==> config.mk <==
export PLATFORM = sky130hd
export DESIGN_NAME = fifo_fill_ctrl
export DESIGN_NICKNAME = d
export VERILOG_FILES = /design/src/rtl/fifo_fill_ctrl.sv
export SDC_FILE = /design/constraint.sdc
export NUM_CORES = 1
export LEC_CHECK = 0
export ABC_AREA = 1
export ABC_CLOCK_PERIOD_IN_PS = 4550
export BUFFER_PORTS_ARGS = -buffer_cell sky130_fd_sc_hd__buf_2
export CELL_PAD_IN_SITES_DETAIL_PLACEMENT = 0
export CELL_PAD_IN_SITES_GLOBAL_PLACEMENT = 1
export CORE_MARGIN = 5
export CORE_UTILIZATION = 36
export CTS_CLUSTER_DIAMETER = 200
export DETAILED_ROUTE_END_ITERATION = 10
export PLACE_DENSITY_LB_ADDON = 0.08
export SYNTH_ARGS = -nofsm -noshare
export SYNTH_HDL_FRONTEND = slang
export SYNTH_SLANG_ARGS = --single-unit
==> constraint.sdc <==
create_clock -name clk -period 4.55 [get_ports clk]
set_input_delay 0.91 -clock clk [delete_from_list [all_inputs] [get_ports clk]]
set_output_delay 0.91 -clock clk [all_outputs]
set_load 0.005 [all_outputs]
==> src/rtl/fifo_fill_ctrl.sv <==
// Fill/drain sequencer: loads each byte FIFO from one memory word, then drains the
// whole bank in lockstep and flags when the MAC inputs are valid.
module fifo_fill_ctrl #(
  parameter int unsigned DATA_WIDTH = 8,
  parameter int unsigned DEPTH      = 8,
  parameter int unsigned NUM_FIFOS  = 9,
  parameter int unsigned ADDR_WIDTH = 32,
  parameter int unsigned WORD_WIDTH = DATA_WIDTH * DEPTH
) (
  input  logic                  clk,
  input  logic                  rst,
  input  logic                  start,
  input  logic [ADDR_WIDTH-1:0] base_addr,
  output logic [ADDR_WIDTH-1:0] mem_address,
  output logic                  mem_read,
  input  logic                  mem_waitrequest,
  input  logic [WORD_WIDTH-1:0] mem_readdata,
  input  logic                  mem_readdatavalid,
  output logic [NUM_FIFOS-1:0]  fifo_wren,
  output logic [DATA_WIDTH-1:0] fifo_wdata,
  input  logic [NUM_FIFOS-1:0]  fifo_full,
  input  logic [NUM_FIFOS-1:0]  fifo_empty,
  output logic                  fifo_rden,
  output logic                  mac_clr,
  output logic                  mac_en,
  output logic                  busy,
  output logic                  done
);

  localparam int unsigned KW = (NUM_FIFOS > 1) ? $clog2(NUM_FIFOS) : 1;
  localparam int unsigned BW = (DEPTH > 1) ? $clog2(DEPTH) : 1;
  localparam logic [KW-1:0] KLast = KW'(NUM_FIFOS - 1);
  localparam logic [BW-1:0] BLast = BW'(DEPTH - 1);

  typedef enum logic [2:0] {StIdle, StReq, StWait, StWrite, StDrain, StDone} state_e;

  state_e                state_q, state_d;
  logic [KW-1:0]         k_q, k_d;
  logic [BW-1:0]         byte_q, byte_d;
  logic [BW-1:0]         drain_q, drain_d;
  logic [WORD_WIDTH-1:0] sh_q, sh_d;
  logic                  clr_q, clr_d;
  logic                  mac_en_q;

  always_ff @(posedge clk) begin
    if (rst) begin
      state_q  <= StIdle;
      k_q      <= '0;
      byte_q   <= '0;
      drain_q  <= '0;
      sh_q     <= '0;
      clr_q    <= 1'b0;
      mac_en_q <= 1'b0;
    end else begin
      state_q  <= state_d;
      k_q      <= k_d;
      byte_q   <= byte_d;
      drain_q  <= drain_d;
      sh_q     <= sh_d;
      clr_q    <= clr_d;
      mac_en_q <= fifo_rden;
    end
  end

  assign mac_en = mac_en_q;

  always_comb begin
    state_d     = state_q;
    k_d         = k_q;
    byte_d      = byte_q;
    drain_d     = drain_q;
    sh_d        = sh_q;
    clr_d       = 1'b0;
    mem_read    = 1'b0;
    mem_address = '0;
    fifo_wren   = '0;
    fifo_wdata  = '0;
    fifo_rden   = 1'b0;
    mac_clr     = 1'b0;
    busy        = 1'b0;
    done        = 1'b0;
    unique case (state_q)
      StIdle, StDone: begin
        done = (state_q == StDone);
        if (start) begin
          k_d     = '0;
          byte_d  = '0;
          drain_d = '0;
          clr_d   = 1'b1;
          state_d = StReq;
        end
      end
      StReq: begin
        busy        = 1'b1;
        mem_read    = 1'b1;
        mem_address = base_addr + ADDR_WIDTH'(k_q);
        // clr_q is only set on the cycle entering the sequence
        mac_clr     = clr_q;
        if (!mem_waitrequest) state_d = StWait;
      end
      StWait: begin
        busy = 1'b1;
        if (mem_readdatavalid) begin
          sh_d    = mem_readdata;
          state_d = StWrite;
        end
      end
      StWrite: begin
        busy       = 1'b1;
        fifo_wdata = sh_q[DATA_WIDTH-1:0];
        if (!fifo_full[k_q]) begin
          fifo_wren[k_q] = 1'b1;
          sh_d           = sh_q >> DATA_WIDTH;
          if (byte_q == BLast) begin
            byte_d = '0;
            if (k_q == KLast) begin
              state_d = StDrain;
            end else begin
              k_d     = k_q + 1'b1;
              state_d = StReq;
            end
          end else begin
            byte_d = byte_q + 1'b1;
          end
        end
      end
      StDrain: begin
        busy = 1'b1;
        if (!(|fifo_empty)) begin
          fifo_rden = 1'b1;
          if (drain_q == BLast) state_d = StDone;
          else drain_d = drain_q + 1'b1;
        end
      end
      default: state_d = StIdle;
    endcase
  end

endmodule

==> run summary, run 1 <==
Share of cells above drive strength 1: 0.205
Final instance area: 0.00645 mm2
Slew @ Worst Pin: 1.11 ns
Setup Skew: 0.00766 ns
Pint: 1.74 mW
Initial Utilization: 0.364
Period utilization: 0.832
H-tree Lvls: 3
Initial antenna violation count: 1
HP Class: reg2reg
GR Overflow Total: 0
GP Congestion: 0.900
Crit path largest cell delay: 0.45 ns
# DRC: 0
Detailed-placement wirelength estimate: 11.2 mm
Top-count cell post-synth: nand2_1
Die area: 0.0170 mm2
Flops & latches, synth: 79
Crit path from: base_addr[0]
Synthesized area: 0.00523 mm2
Post-cts resize count: 0
Port Buffers: 173
Max-slew violations: 0
Synth top cells by count: nand2_1 (295), nor2_1 (235), dfxtp_1 (79), inv_1 (55), o21ai_1 (52)
Yosys warning total: 0
Final setup viols: 0
Setup crit end kind: output port
First-pass GRT wire length: 24.8 mm
Unrepaired setup endpoints after global routing: no
Pin count of the biggest net entering global routing: 73
Core Area: 0.0144 mm2
Switching part of the total: 0.400
Outcome: finished, final reports clean
Num rows: 44
First drt pass iteration count: 5
Net Switching: 1.16 mW
CTS buffer count: 9
Startpoint Class: input pin
Critical path arrival: 2.88 ns
EDFF count, synth: 0
Synth Instances: 904
Worst Path Required: 3.64 ns
Critical-path cell list: buf_2 -> ha_1 -> inv_1 -> fa_1 -> inv_1 -> nand3_1 -> nand2_1 -> nand2_1 -> nor3_1 -> a21o_1 -> nand2_1 -> nor2_1 -> buf_2
CTS tree: built
Netlist cell types: 35
Total vias in the final route: 5741
Top post-synthesis cells by area: dfxtp_1 (30%), nand2_1 (21%), nor2_1 (17%)
Syn_nets: 1036
Synth top area share: 0.302
Number of max-cap violations: 0
Layout fillers: 1680
Remaining antenna violation count: 0
Clock root buffer master: clkbuf_16
Worst-Skew Late Latency: 0.33 ns
Via count of the first global-routing pass: 5172
I/O pin cnt: 174
Area delta synth->final: 23.3%
Rel. slew slack: 0.258
Fin crit period: 3.79 ns
Hold_sp: drain_q[1]
Clock sinks: 79
GRT Total Usage: 0.178
Area leader, netlist: dfxtp_1
PwrDens: 448 mW/mm2
Total wire length: 15.4 mm
Initial DRC Count: 283
Die Ht: 131 um
Post-synth top flop: dfxtp_1
Post-synthesis async set-or-reset flop share: 0
CTS Buffer Depth: 2
VDD IR-drop max: 0.191 mV
WL/cell: 12.4 um
CTS Hold Bufs: 0
Crit Reg-Reg Startpoint: k_q[0]
Clock share of power: 0.248
Core Util, Final: 0.449
CP max FO: 5
Fmax: 264 MHz
Final net count: 1187
Critical path's slowest cell: nor3_1
Final Hold Viols: 0
Lkg Pwr: 3.25 nW
Fin Setup TNS: 0 ns
Sequential area share after synthesis: 0.302
DR vias/cell: 4.61
Sequential Power Share: 0.338
Post-DP Area: 0.00615 mm2
Worst-path clk slew: 0.06 ns
Power share of the combinational group: 0.414
Die Wd: 131 um
Setup CP Type: in2out
Post-CTS Repair Setup Buffers: 0
Most frequent CP cell: nand2_1
Syn Area/Cell: 5.79 um2
-- critical path: cells and delay by family --
kind / cells / cell delay (ns)
AO/OA/AOI/OAI: 1 / 0.17
buffers and inverters: 4 / 0.35
adder cells (fa/ha/maj): 2 / 0.51
AND/OR/NAND/NOR: 6 / 0.94
-- flip-flops by register name, indices dropped and copies added (netlist names) --
name and flops:
byte_q 3, clr_q 1, drain_q 3, k_q 4, mac_en 1, sh_q 64
state_q 3
-- power groups by stage --
stage / Combinational, mW / Sequential, mW / Clock [mW]
3_3_place_gp: 1.21 / 0.988 / 0
5_1_grt: 1.39 / 1.00 / 0.770
6_report: 1.20 / 0.977 / 0.717
3_5_place_dp: 1.21 / 0.993 / 0
4_1_cts: 1.22 / 0.979 / 0.739
2_1_floorplan: 0.911 / 0.968 / 0
-- through the flow --
step / setup WS (ns) / hold slack, ns / cells / total power [mW]
2_1_floorplan: 1.18 / 0.442 / 904 / 1.88
3_3_place_gp: 0.812 / 0.457 / 1228 / 2.20
3_5_place_dp: 0.782 / 0.462 / 1228 / 2.21
4_1_cts: 0.766 / 0.472 / 1243 / 2.94
5_1_grt: 0.535 / 0.490 / 1244 / 3.17
6_report: 0.764 / 0.469 / 1244 / 2.89
-- per-layer routing --
layer | up-vias | track usage | routed length (um)
met5 | - | 0 | 0
met4 | 0 | 0.0430 | 214
met1 | 2445 | 0.243 | 7290
met3 | 14 | 0.0301 | 786
met2 | 156 | 0.293 | 7140
li1 | 3126 | - | -
-- cell type report --
| type | instances | area, um2 | area share |
|---|---|---|---|
| inverters | 65 | 246 | 0.0382 |
| multi-input cells | 722 | 3190 | 0.494 |
| well taps | 184 | 230 | 0.0357 |
| clock inverters | 5 | 58.8 | 0.00911 |
| diodes | 1 | 2.50 | 0.000388 |
| flip-flops and latches | 79 | 1580 | 0.245 |
| repair buffers | 178 | 903 | 0.140 |
| clock buffers | 10 | 239 | 0.0370 |
-- cell families (layout without fill, tap and decap cells) --
kind of cell | count (synthesis) | after routing | share of synthesized area
xor gates and xnor gates | 11 | 11 | 0.0184
buffers and inverters | 103 | 258 | 0.0878
AOI/OAI and AO/OA | 94 | 94 | 0.0911
and+or+nand+nor | 604 | 604 | 0.468
other | 0 | 1 | 0
adders and majority gates | 13 | 13 | 0.0325
DFF | 79 | 79 | 0.302
-- worst paths after layout --
path / slack [ns] / cells past startpoint / to
max: 0.76 / 13 / mem_address[30]
min: 0.47 / 2 / drain_q[1]
max reg2reg: 2.36 / 11 / sh_q[61]
min reg2reg: 0.47 / 2 / drain_q[1]
-- placed cells by master, fill, tap and decap left out, types with 2 or more instances in the layout --
cell type     n
o21ai_1      52
nand3_2       3
nand3_1      25
nor2_2        5
nor3b_1       2
buf_2       173
buf_4         5
inv_1        53
a21oi_1      18
xnor2_1       2
dfxtp_1      79
xor2_1        9
nor3_1        9
or2_1         2
ha_1         12
nand2_1     295
nor2_1      235
clkinvlp_4    2
inv_2        11
clkbuf_16     9
nand3b_1      2
nand4_1      20
o21ai_0      21
(Power assumes the default switching activity.)
==> run 2: changes to the inputs <==
Settings changed: ABC_AREA 1 to 0, ABC_CLOCK_PERIOD_IN_PS 4550 to 3750.
Clock period 4.55 ns to 3.75 ns, I/O delays scaled along.
==> run 2 against run 1 <==
Register-to-register slack worse by 1.2 ns. Synthesized cell count is 36% lower. Die area is 6.2% lower. Cell count is 27% lower. Via count is 16% lower. Critical path depth is 2 lower. Setup slack worse by 0.49 ns. Clock-buffer cell count is 1 higher. First-iteration DRC count is 19% lower. Combinational power is 59% lower.
==> run summary, run 2 <==
Outcome: finished, final reports clean
Worst Path Required: 3.00 ns
Syn_nets: 709
Clock root buffer master: clkbuf_16
GP Congestion: 0.797
Syn Area/Cell: 8.46 um2
Remaining antenna violation count: 0
Die Wd: 126 um
Number of max-cap violations: 0
DR vias/cell: 5.33
Num rows: 42
Period utilization: 0.927
Compound-Gate Fraction of Synth Area: 0.200
Final Hold Viols: 0
Leading registers by flop count: sh_q x64, k_q x4
Synthesized area: 0.00488 mm2
Post-synthesis async set-or-reset flop share: 0
HP Class: reg2reg
Most frequent cells in the layout: buf_2 (173), nor2_1 (88), dfxtp_1 (79)
Via count of the first global-routing pass: 4740
CTS buffer count: 9
Main combinational cell family by area after synthesis: simple AND/OR/NAND/NOR gates
Worst-path clk slew: 0.06 ns
H-tree Lvls: 3
Core Area: 0.0133 mm2
Area delta synth->final: 26.9%
Final worst slack: 0.273 ns
WL/cell: 16.0 um
Fin crit period: 3.48 ns
First-pass GRT wire length: 23.4 mm
GR Overflow Total: 0
Post-CTS Repair Setup Buffers: 0
Most common cell after layout, fill and taps aside: buf_2
Detailed-placement wirelength estimate: 10.7 mm
VDD IR-drop max: 0.235 mV
WP buf/inv: 4
Rel. slew slack: 0.352
Synth top area share: 0.324
Most frequent CP cell: buf_2
Largest delay share family, worst path: adder cells
CTS tree: built
Post-Synth Adder-Cell Area: 0.0349
Hold WS: 0.474 ns
Fmax: 288 MHz
Setup crit end kind: output port
Post-synthesis mux area share: 0.138
Startpoint Class: input pin
Simple-Gate Fraction of Synth Area: 0.220
# DRC: 0
Post-Synth XOR/XNOR Area: 0.0287
Max-slew violations: 0
Layout fillers: 1386
Die area: 0.0160 mm2
Lkg Pwr: 3.02 nW
Fin Setup TNS: 0 ns
Clock sinks: 79
Yosys warning total: 0
Final setup viols: 0
First drt pass iteration count: 4
Area leader, netlist: dfxtp_1
Sequential area share after synthesis: 0.324
Layout Cells excl Fill: 906
CTS Hold Bufs: 0
Post-DP Area: 0.00587 mm2
Setup Skew: 0.00827 ns
# diodes: 0
Slew @ Worst Pin: 0.973 ns
Die Ht: 126 um
Share of cells above drive strength 1: 0.292
Total wire length: 14.5 mm
Critical-path cell list: buf_2 -> ha_1 -> inv_1 -> fa_1 -> nor2b_1 -> o21a_1 -> o2111ai_1 -> buf_4 -> or3_1 -> a21oi_1 -> buf_2
EDFF count, synth: 0
Top post-synthesis cells by area: dfxtp_1 (32%), mux2i_1 (14%), a221oi_1 (10%)
Critical path arrival: 2.73 ns
Top-count cell post-synth: nor2_1
Synth top cells by count: nor2_1 (89), dfxtp_1 (79), mux2i_1 (66), a221oi_1 (56), clkbuf_1 (30)
PwrDens: 389 mW/mm2
Initial antenna violation count: 1
Critical path's slowest cell: fa_1
Flops & latches, synth: 79
Crit path largest cell delay: 0.37 ns
CP max FO: 10
Unrepaired setup endpoints after global routing: no
Dpl cells: 890
Most flop-heavy register: sh_q
Initial Utilization: 0.367
GRT Total Usage: 0.174
Final instance area: 0.00619 mm2
Total vias in the final route: 4829
Place WS: 0.251 ns
Post-synth top flop: dfxtp_1
Setup CP Type: in2out
CTS Buffer Depth: 2
Pin count of the biggest net entering global routing: 59
Initial DRC Count: 229
Synth Instances: 577
Worst-Skew Late Latency: 0.33 ns
Netlist cell types: 58
I/O pin cnt: 174
Final net count: 857
Max FFs per register: 64
Port Buffers: 173
Post-cts resize count: 0
## run 2: cell types whose count changed in the layout (fill, tap and decap cells not counted), moves of 21 or more
| cell | delta |
|---|---|
| nand2_1 | -274 |
| nor2_1 | -147 |
| mux2i_1 | +66 |
| a221oi_1 | +56 |
| o21ai_1 | -50 |
| inv_1 | -39 |
| and3_1 | +23 |
| nand3_1 | -21 |
## run 2: logic make-up (layout without fill, tap and decap cells)
kind of cell | Yosys count | count (layout)
xor+xnor | 16 | 16
fa+ha+maj | 13 | 13
flops | 79 | 79
simple gates | 211 | 211
compound gates | 127 | 127
buf+inv | 64 | 217
mux | 67 | 67
## run 2: layer usage
layer | global-route usage | up-vias | wire (um) | share of wire
met5 | 0 | - | 13 | 0.00090
met2 | 0.288 | 99 | 6720 | 0.46
met1 | 0.225 | 2254 | 6780 | 0.47
met3 | 0.0446 | 23 | 726 | 0.050
met4 | 0.0467 | 2 | 256 | 0.018
li1 | - | 2451 | - | -
## run 2: final cells by class
| cell class | instances | area [um2] | share of cell area |
|---|---|---|---|
| multi-input combinational | 434 | 3040 | 0.492 |
| sequential | 79 | 1580 | 0.255 |
| timing repair buffer | 187 | 971 | 0.157 |
| clock buffer | 11 | 243 | 0.0392 |
| tap | 176 | 220 | 0.0356 |
| clock inverter | 5 | 81.3 | 0.0131 |
| inverter | 14 | 52.6 | 0.00848 |
## run 2: worst min-delay path, stage by stage (launching register included)
cell and delay, ns:
dfxtp_1 0.31, inv_1 0.05, o41ai_1 0.06
## run 2: path summary, 6_finish.rpt
path | start | to | slack [ns] | cells after the start
min | byte_q[2] | byte_q[2] | 0.47 | 2
max | base_addr[0] | mem_address[24] | 0.27 | 11
max reg2reg | state_q[2] | sh_q[59] | 1.13 | 7
min reg2reg | byte_q[2] | byte_q[2] | 0.47 | 2
## run 2: report_power, final
part           internal [mW]  switching, mW  leakage, nW
Sequential             0.924         0.0527        0.644
Combinational          0.224          0.267         2.22
Clock                  0.601          0.342        0.156
## run 2: per-stage QoR
step	utilization	power, mW
after floorplan	-	1.30
after global placement	0.441	1.48
after detailed placement	0.441	1.49
after CTS	0.466	2.44
after global routing	0.466	2.54
final	0.466	2.41
